**config.mk**
```make
export PLATFORM = sky130hd
export DESIGN_NAME = cdb_arbiter
export DESIGN_NICKNAME = d
export VERILOG_FILES = /design/src/rtl/cdb_arbiter_pkg.sv /design/src/rtl/cdb_queue.sv /design/src/rtl/cdb_arbiter.sv
export SDC_FILE = /design/constraint.sdc
export NUM_CORES = 1
export LEC_CHECK = 0
export CORE_ASPECT_RATIO = 0.9
export CORE_MARGIN = 2
export CORE_UTILIZATION = 40
export DETAILED_ROUTE_END_ITERATION = 16
export PLACE_DENSITY_LB_ADDON = 0.12
export SETUP_SLACK_MARGIN = 0.05
export SLEW_MARGIN = 0
export SYNTH_ARGS = -nofsm -noshare
export SYNTH_HDL_FRONTEND = slang
export SYNTH_SLANG_ARGS = --single-unit
```
**constraint.sdc**
```tcl
create_clock -name clk -period 11.5 [get_ports clk]
set_input_delay 2.3 -clock clk [delete_from_list [all_inputs] [get_ports clk]]
set_output_delay 2.3 -clock clk [all_outputs]
set_load 0.03 [all_outputs]
```
**src/rtl/cdb_arbiter_pkg.sv**
```systemverilog
// Shared types for the CDB arbiter: broadcast payload, FU source codes and
// the ROB age comparison used by both the queues and the push path.
package cdb_arbiter_pkg;

  localparam int PREG_W    = 7;
  localparam int ROB_W     = 5;
  localparam int ROB_DEPTH = 16;
  localparam int AGE_W     = $clog2(ROB_DEPTH);

  typedef enum logic [1:0] {
    FU_NONE = 2'b00,
    FU_ALU  = 2'b01,
    FU_BR   = 2'b10,
    FU_MEM  = 2'b11
  } fu_e;

  typedef struct packed {
    logic [PREG_W-1:0] pd;
    logic [ROB_W-1:0]  rob_index;
    logic              has_dest;
    fu_e               fu;
  } cdb_data_t;

  // Distances are taken modulo ROB_DEPTH so the test survives ROB wrap-around.
  function automatic logic is_younger(input logic [ROB_W-1:0] x,
                                      input logic [ROB_W-1:0] tag,
                                      input logic [ROB_W-1:0] tail);
    logic [AGE_W-1:0] dx;
    logic [AGE_W-1:0] dt;
    dx = AGE_W'(x - tag);
    dt = AGE_W'(tail - tag);
    return (dx != '0) && (dx < dt);
  endfunction

endpackage

```
**src/rtl/cdb_queue.sv**
```systemverilog
// Per-FU result FIFO that collapses around entries killed by a mispredict,
// so the surviving head is always at index 0 and order is preserved.
module cdb_queue
  import cdb_arbiter_pkg::*;
#(
  parameter int QDEPTH = 2
) (
  input  logic             clk,
  input  logic             reset,
  input  logic             push,
  input  cdb_data_t        push_data,
  input  logic             pop,
  input  logic             flush,
  input  logic [ROB_W-1:0] flush_tag,
  input  logic [ROB_W-1:0] flush_tail,
  output logic             ready,
  output logic             head_valid,
  output cdb_data_t        head
);

  localparam int CNT_W = $clog2(QDEPTH + 1);

  logic [CNT_W-1:0] count;
  logic [CNT_W-1:0] count_nxt;
  cdb_data_t        mem      [QDEPTH];
  cdb_data_t        mem_nxt  [QDEPTH];
  cdb_data_t        surv     [QDEPTH];
  int               surv_cnt;
  int               keep_cnt;

  // NOTE: every always_comb output gets a default first so no latch is inferred.
  always_comb begin
    surv_cnt = 0;
    for (int i = 0; i < QDEPTH; i++) surv[i] = '0;
    for (int i = 0; i < QDEPTH; i++) begin
      if (i < int'(count) &&
          !(flush && is_younger(mem[i].rob_index, flush_tag, flush_tail))) begin
        surv[surv_cnt] = mem[i];
        surv_cnt++;
      end
    end
  end

  assign head       = surv[0];
  assign head_valid = (surv_cnt != 0);
  assign ready      = reset && (count < CNT_W'(QDEPTH));

  always_comb begin
    keep_cnt = surv_cnt - int'(pop);
    for (int j = 0; j < QDEPTH; j++)
      mem_nxt[j] = (j + int'(pop) < QDEPTH) ? surv[j + int'(pop)] : '0;
    if (push && keep_cnt < QDEPTH) begin
      mem_nxt[keep_cnt] = push_data;
      keep_cnt++;
    end
    count_nxt = CNT_W'(keep_cnt);
  end

  // NOTE: sequential state uses non-blocking assignments only.
  always_ff @(posedge clk or negedge reset) begin
    if (!reset) count <= '0;
    else        count <= count_nxt;
  end

  // NOTE: entry storage is deliberately not reset; count alone marks live entries.
  always_ff @(posedge clk) begin
    mem <= mem_nxt;
  end

endmodule

```
**src/rtl/cdb_arbiter.sv**
```systemverilog
// Round-robin arbiter sharing one registered CDB slot between the ALU, branch
// and MEM result queues, with mispredict flushing of younger results.
module cdb_arbiter
  import cdb_arbiter_pkg::*;
#(
  parameter int QDEPTH = 2
) (
  input  logic              clk,
  input  logic              reset,
  input  logic              alu_valid,
  input  logic [PREG_W-1:0] alu_pd,
  input  logic [ROB_W-1:0]  alu_rob,
  output logic              alu_ready,
  input  logic              b_valid,
  input  logic [PREG_W-1:0] b_pd,
  input  logic [ROB_W-1:0]  b_rob,
  output logic              b_ready,
  input  logic              mem_valid,
  input  logic [PREG_W-1:0] mem_pd,
  input  logic [ROB_W-1:0]  mem_rob,
  input  logic              mem_has_dest,
  output logic              mem_ready,
  input  logic              mispredict,
  input  logic [ROB_W-1:0]  mispredict_tag,
  input  logic [ROB_W-1:0]  rob_tail,
  output logic              cdb_valid,
  output logic [PREG_W-1:0] cdb_pd,
  output logic [ROB_W-1:0]  cdb_rob,
  output logic              cdb_has_dest,
  output logic [1:0]        cdb_fu
);

  localparam int NFU = 3;

  logic [NFU-1:0] in_valid;
  logic [NFU-1:0] push;
  logic [NFU-1:0] pop;
  logic [NFU-1:0] ready;
  logic [NFU-1:0] head_valid;
  cdb_data_t      in_data [NFU];
  cdb_data_t      head    [NFU];
  cdb_data_t      cdb_q;
  logic [1:0]     rr_ptr;
  logic [1:0]     rr_nxt;
  logic           grant_valid;
  int             grant_idx;

  assign in_valid = {mem_valid, b_valid, alu_valid};

  always_comb begin
    in_data[0] = '{pd: alu_pd, rob_index: alu_rob, has_dest: 1'b1,         fu: FU_ALU};
    in_data[1] = '{pd: b_pd,   rob_index: b_rob,   has_dest: 1'b0,         fu: FU_BR};
    in_data[2] = '{pd: mem_pd, rob_index: mem_rob, has_dest: mem_has_dest, fu: FU_MEM};
    for (int f = 0; f < NFU; f++)
      push[f] = in_valid[f] && ready[f] &&
                !(mispredict && is_younger(in_data[f].rob_index, mispredict_tag, rob_tail));
  end

  for (genvar g = 0; g < NFU; g++) begin : g_queue
    cdb_queue #(.QDEPTH(QDEPTH)) u_queue (
      .clk        (clk),
      .reset      (reset),
      .push       (push[g]),
      .push_data  (in_data[g]),
      .pop        (pop[g]),
      .flush      (mispredict),
      .flush_tag  (mispredict_tag),
      .flush_tail (rob_tail),
      .ready      (ready[g]),
      .head_valid (head_valid[g]),
      .head       (head[g])
    );
  end

  assign alu_ready = ready[0];
  assign b_ready   = ready[1];
  assign mem_ready = ready[2];

  // Heads seen here are already post-flush, so a killed head never wins.
  always_comb begin
    pop         = '0;
    grant_valid = 1'b0;
    grant_idx   = 0;
    rr_nxt      = rr_ptr;
    for (int k = 0; k < NFU; k++) begin
      if (!grant_valid && head_valid[(int'(rr_ptr) + k) % NFU]) begin
        grant_valid = 1'b1;
        grant_idx   = (int'(rr_ptr) + k) % NFU;
      end
    end
    if (grant_valid) begin
      pop[grant_idx] = 1'b1;
      rr_nxt         = 2'((grant_idx + 1) % NFU);
    end
  end

  // The slot is rewritten or invalidated every edge, so a flushed broadcast
  // can never repeat.
  always_ff @(posedge clk or negedge reset) begin
    if (!reset) begin
      cdb_valid <= 1'b0;
      cdb_q     <= '0;
      rr_ptr    <= 2'd0;
    end else begin
      cdb_valid <= grant_valid;
      rr_ptr    <= rr_nxt;
      if (grant_valid) cdb_q <= head[grant_idx];
    end
  end

  assign cdb_pd       = cdb_q.pd;
  assign cdb_rob      = cdb_q.rob_index;
  assign cdb_has_dest = cdb_q.has_dest;
  assign cdb_fu       = cdb_q.fu;

endmodule
```
# After elaboration in Yosys (flattened, before gate mapping)
# Index checks and enable logic that the tools add are counted.
# W data, S select, Z words.
# op_classes
n_addsub	25
mul	0
n_div	4
magnitude_cmp	51
eq_ne	0
shifts	0
mux	81
n_bitwise	13
n_reduce_logical	68
# op_table
cell	n
$mux W15	35
$ge A32 B2 Y1 const B	12
$not A32 Y32	7
$lt A32 B1 Y1 const B	6
$lt A32 B3 Y1 const B	6
$mux W32	6
$not A1 Y32	6
$bwmux W30	6
$mux W30	6
$lt A32 B4 Y1 const B	4
$mod A32 B3 Y32 const B	3
$reduce_bool A32 Y1	3
$sub A32 B2 Y32	3
$demux W15 S1	6
$logic_and A1 B1 Y1	45
$sub A4 B4 Y4	10
$lt A4 B4 Y1	9
$reduce_bool A4 Y1	9
$add A32 B2 Y32 const B	1
$ge A32 B1 Y1 const B	1
$ge A32 B3 Y1 const B	1
$mod A3 B3 Y32 const B	1
$bmux W15 S2	1
$mux W1	13
other kinds (13)	42
# totals
ff_bits	114
latch_bits	0
ram_bits	0
romBits	0
input_bits	53
out_inout_bits	19
word_cells	275
n_memories	0

# Logic depth before layout (Yosys ltp)
# depth
word_depth	33
ltp_mapped	39
mapped_depth_nobuf	34

# Hierarchy
# Synthesis repeated with hierarchy kept, for this count alone.
# hier_totals
cells_unflattened	1154
area_unflattened_um2	9833.2
# by_module_without_submodules
module	instances	cells_per_inst	area_per_inst_um2	seq_area_each_um2
cdb_queue at g_queue[0].u_queue ...	2	243	2200.9	650.6
cdb_arbiter	1	379	3100.5	450.4
cdb_queue at g_queue[2].u_queue	1	289	2331.0	650.6

# Worst setup path after synthesis
# No wires, ideal clock.
# synth_path
path_kind	in2reg
from	input port mispredict_tag[1]
to	register rr_ptr[1]
setup_time_ps	92
arrival_ps	9222
t_required_ps	11408
slack_ps	2187
stages	36
path_buffers	5
cell_sequence	inv_1 -> fa_1 -> inv_1 -> ha_1 -> a21oi_1 -> maj3_1 -> nor2_1 -> o31ai_1 -> nand2_1 -> o21a_1 -> clkbuf_1 -> inv_1 -> ha_1 -> nor2_1 -> or4_1 -> clkbuf_1 -> clkbuf_1 -> inv_1 -> ha_1 -> and4_1 -> or2_1 -> buf_2 -> nand3_1 -> a221o_1 -> a221oi_1 -> o21a_2 -> nand3b_1 -> o21ai_0 -> ha_1 -> clkbuf_1 -> nor3_1 -> xnor2_1 -> ha_1 -> xnor2_1 -> a21oi_1 -> o31ai_2
# synth_between
elab_chain_cells	22
word_cells_on_any_way	76
cone_classes	11 x add/sub; 1 x div; 6 x order compare; 21 x mux; 37 x reduce/logical
# synth_rtl
item	line	text
from (decl)	cdb_arbiter.sv:24	input logic [ROB_W-1:0] mispredict_tag,
$sub A4 B4 Y4 (on tied branches)	cdb_arbiter_pkg.sv:30, cdb_arbiter_pkg.sv:31	
$lt A4 B4 Y1 or $reduce_bool A4 Y1 (tied branches)	cdb_arbiter_pkg.sv:32	return (dx != '0) && (dx < dt);
$logic_and A1 B1 Y1	cdb_arbiter_pkg.sv:32	
$logic_and A1 B1 Y1	cdb_queue.sv:37	!(flush && is_younger(mem[i].rob_index, flush_tag, flush_tail))) begin
$logic_not A1 Y1	cdb_queue.sv:37	
$logic_and A1 B1 Y1	cdb_queue.sv:36	if (i < int'(count) &&
$mux W1	cdb_queue.sv:36	
$add A1 B1 Y2	cdb_queue.sv:39	surv_cnt++;
[6 not listed]	--	
$logic_not A1 Y1	cdb_arbiter.sv:86	if (!grant_valid && head_valid[(int'(rr_ptr) + k) % NFU]) begin
$logic_and A1 B1 Y1	cdb_arbiter.sv:86	
$mux W1	cdb_arbiter.sv:86	
$logic_not A1 Y1	cdb_arbiter.sv:86	
$logic_and A1 B1 Y1	cdb_arbiter.sv:86	
$mux W32	cdb_arbiter.sv:86	
$add A32 B2 Y32	cdb_arbiter.sv:93	rr_nxt = 2'((grant_idx + 1) % NFU);
$mod A32 B3 Y32	cdb_arbiter.sv:93	
to (signal assigned)	cdb_arbiter.sv:106	rr_ptr <= rr_nxt;
to (decl)	cdb_arbiter.sv:43	logic [1:0] rr_ptr;
# Parallel ways exist; a longest one is shown, timed or not. The select of a mux whose other input is x is not followed.
# A chain may end at the register's enable or synchronous reset.

# Worst setup path in the final report
# Ends and elaborated chain as after synthesis.

==> impl_metrics.json <==
{
  "status": "completed",
  "final_cell_count_no_fill": 1278,
  "period_share_pct": 86.4,
  "finalHoldViolCount": 0,
  "skew_ns": 0.0125,
  "setup_viol": 0,
  "clk_pin_slew_ns": 0.06,
  "swShare_pct": 49.3,
  "cp_data_required_time_ns": 11.82,
  "drive_above_1_share_pct": 7.62,
  "synth_top_area_share_pct": 22.5,
  "p_clk_share_pct": 15.6,
  "cts_hold_buf": 0,
  "die_h_um": 138,
  "placed_cells": 1246,
  "power_frac_comb_pct": 67.2,
  "tritoncts": "yes",
  "hp-class": "reg2reg",
  "synth-seq-cells": 114,
  "fmax_mhz": 101,
  "final_nets": 1152,
  "yosys_most_used_dff": "dfxtp_1",
  "wl_per_cell_um": 17.5,
  "antenna_cells": 0,
  "rsz0062_at_grt": "no",
  "area_growth_pct": 20.2,
  "syn_inst": 946,
  "clk_latency_ns": 0.41,
  "drc_errors": 0,
  "syn_area_per_cell_um2": 8.47,
  "vias": 7175,
  "seqPwrFrac_pct": 17.2,
  "leakage_nw": 4.12,
  "worst_pin_slew_ns": 1.19,
  "fin_tns_setup_ns": 0,
  "gp_congestion": 0.812,
  "pin_count": 72,
  "cp_num_buf_inv": 6,
  "synth.top_cells.by_count": "113 x nor2_1, 90 x dfxtp_1, 88 x a21oi_1",
  "post-cts-setup-buffer-count": 0,
  "powerDensity_nw_per_um2": 360,
  "clockRootBuffer": "clkbuf_16",
  "synth_fp_nets": 1088,
  "core_um2": 19800,
  "post_cts_resize_count": 0,
  "crit_top_cell": "ha_1",
  "critPathTopFamily": "compound AO/OA/AOI/OAI gates",
  "synth_top_area_cell": "dfxtp_1",
  "grt_max_degree": 34,
  "cap_violations": 0,
  "p_total_mw": 3.47,
  "vdd_drop_max_mv": 0.231,
  "dp_hpwl_um": 16200,
  "cts_max_path_buffers": 2,
  "critPathMaxStageDelay_ns": 0.55,
  "yosys-top-cells-area": "dfxtp_1 22%, ha_1 12%, dfrtp_1 7.5%",
  "clkSinkCount": 114,
  "cts_buffers": 17,
  "grt_antenna_before_repair": 0,
  "seq_area_frac_synth_pct": 30.0,
  "drtPass1Iterations": 5,
  "whs_ns": 0.480,
  "worst_setup_path_start_kind": "input port",
  "drt_iter0_markers": 417,
  "finalInstanceArea_um2": 9630,
  "start_util_pct": 40.4,
  "yosysUniqueCellTypes": 70,
  "crit_slowest_cell": "or4_1",
  "max-slew-margin-rel_pct": 20.1,
  "fin_util_pct": 48.6,
  "p_int_mw": 1.76,
  "min_period_ns": 9.94,
  "synthArstFlopShare_pct": 21.1,
  "synth.most_common_cell": "nor2_1",
  "viasPerCell": 5.61,
  "slew_violations": 0,
  "worstPathMaxFanout": 9,
  "setup_ws_ns": 1.56,
  "synth_edf_count": 0,
  "dieArea_um2": 21200,
  "grt_overflow": 0,
  "die_x_um": 153,
  "syn-cell-area_um2": 8010,
  "routed_wl_um": 22400,
  "postRouteAntennaNets": 0,
  "critPathKind": "in2reg",
  "grt.total_usage_pct": 21.3,
  "io_buffers": 69,
  "cp.arrival_ns": 10.26,
  "grt_pass1_vias": 6841,
  "grt_pass1_wl_um": 36700,
  "post-place-ws_ns": 1.14,
  "netSwitchingPower_mw": 1.71,
  "critical_path.endpoint_type": "flop",
  "yosys_warnings": 0,
  "rows": 49,
  "post_dp_cell_area_um2": 9030,
  "htreeDepth": 4
}
final cells by class:
| class | instances | area, um^2 |
|---|---|---|
| Clock inverter | 13 | 149 |
| Inverter | 70 | 263 |
| Fill cell | 1896 | 10200 |
| Sequential cell | 114 | 2400 |
| Tap cell | 255 | 319 |
| Multi-Input combinational cell | 708 | 5130 |
| Clock buffer | 19 | 453 |
| Timing Repair Buffer | 99 | 916 |
worst reg2reg max path, delay by kind of cell (launching register included):
kind | cells | cell delay, ns
simple gates | 7 | 1.51
fa+ha+maj | 8 | 2.21
xor+xnor | 1 | 0.09
compound gates | 12 | 2.85
buf+inv | 4 | 0.34
flops | 1 | 0.36
per-layer routing:
| layer | global-route usage, % | part of all wire, % | vias up |
|---|---|---|---|
| li1 | - | - | 3569 |
| met1 | 32.8 | 50 | 3396 |
| met2 | 32.2 | 44 | 200 |
| met3 | 3.23 | 5.9 | 10 |
| met4 | 2.88 | 0.37 | 0 |
| met5 | 0 | 0 | - |
flip-flops by register name (all words and copies together), names as in the netlist:
signal and count:
g_queue.u_queue.mem 90, cdb_pd 7, g_queue.u_queue.count 6, cdb_rob 5
cdb_fu 2, rr_ptr 2, cdb_has_dest 1, cdb_valid 1
power groups by stage:
| stage | logic [mW] | registers, mW | clock network (mW) |
|---|---|---|---|
| finish | 2.33 | 0.597 | 0.540 |
| global route | 2.62 | 0.610 | 0.564 |
| CTS | 2.33 | 0.596 | 0.544 |
| detailed placement | 2.32 | 0.602 | 0 |
| global placement | 2.30 | 0.603 | 0 |
| floorplan | 1.70 | 0.610 | 0 |
worst paths after layout:
kind | cells past startpoint | slack (ns) | end | startpoint
worst max-delay path | 33 | 1.56 | rr_ptr[1] | mispredict_tag[1]
worst min-delay path | 2 | 0.48 | cdb_pd[2] | cdb_pd[2]
worst max register to register | 32 | 4.04 | rr_ptr[1] | g_queue[1].u_queue.mem[18]
worst min register to register | 2 | 0.48 | cdb_pd[2] | cdb_pd[2]
max in group asynchronous | 2 | 8.88 | cdb_fu[1] | reset
min in group asynchronous | 2 | 2.29 | g_queue[1].u_queue.count[1] | reset
cells by family (layout without fill, tap and decap cells):
group	after synthesis	count (layout)	synth area share [%]
adders and majority gates	98	98	16.2
xor gates and xnor gates	42	42	4.59
buffers and inverters	124	201	6.05
and+or+nand+nor	238	238	14.1
muxes	5	5	0.641
AOI/OAI and AO/OA	325	325	28.4
DFF	114	114	30.0
cells in the final DEF (no fill, tap or decap), types with 13 or more instances in the layout:
| cell | Yosys | final |
|---|---|---|
| ha_1 | 76 | 76 |
| dfxtp_1 | 90 | 90 |
| xnor2_1 | 31 | 31 |
| fa_1 | 13 | 13 |
| a21o_1 | 20 | 20 |
| nand3_1 | 20 | 20 |
| dfrtp_1 | 24 | 24 |
| inv_1 | 69 | 69 |
| nor2_1 | 113 | 113 |
| clkbuf_16 | 0 | 17 |
| clkdlybuf4s50_1 | 0 | 69 |
| a22oi_1 | 32 | 32 |
| a22o_1 | 37 | 37 |
| a31oi_1 | 27 | 27 |
| o21ai_0 | 33 | 33 |
| a21oi_1 | 88 | 88 |
| a221oi_1 | 28 | 28 |
| nand2_1 | 36 | 36 |
| buf_4 | 0 | 30 |
(Power assumes the default switching activity.)
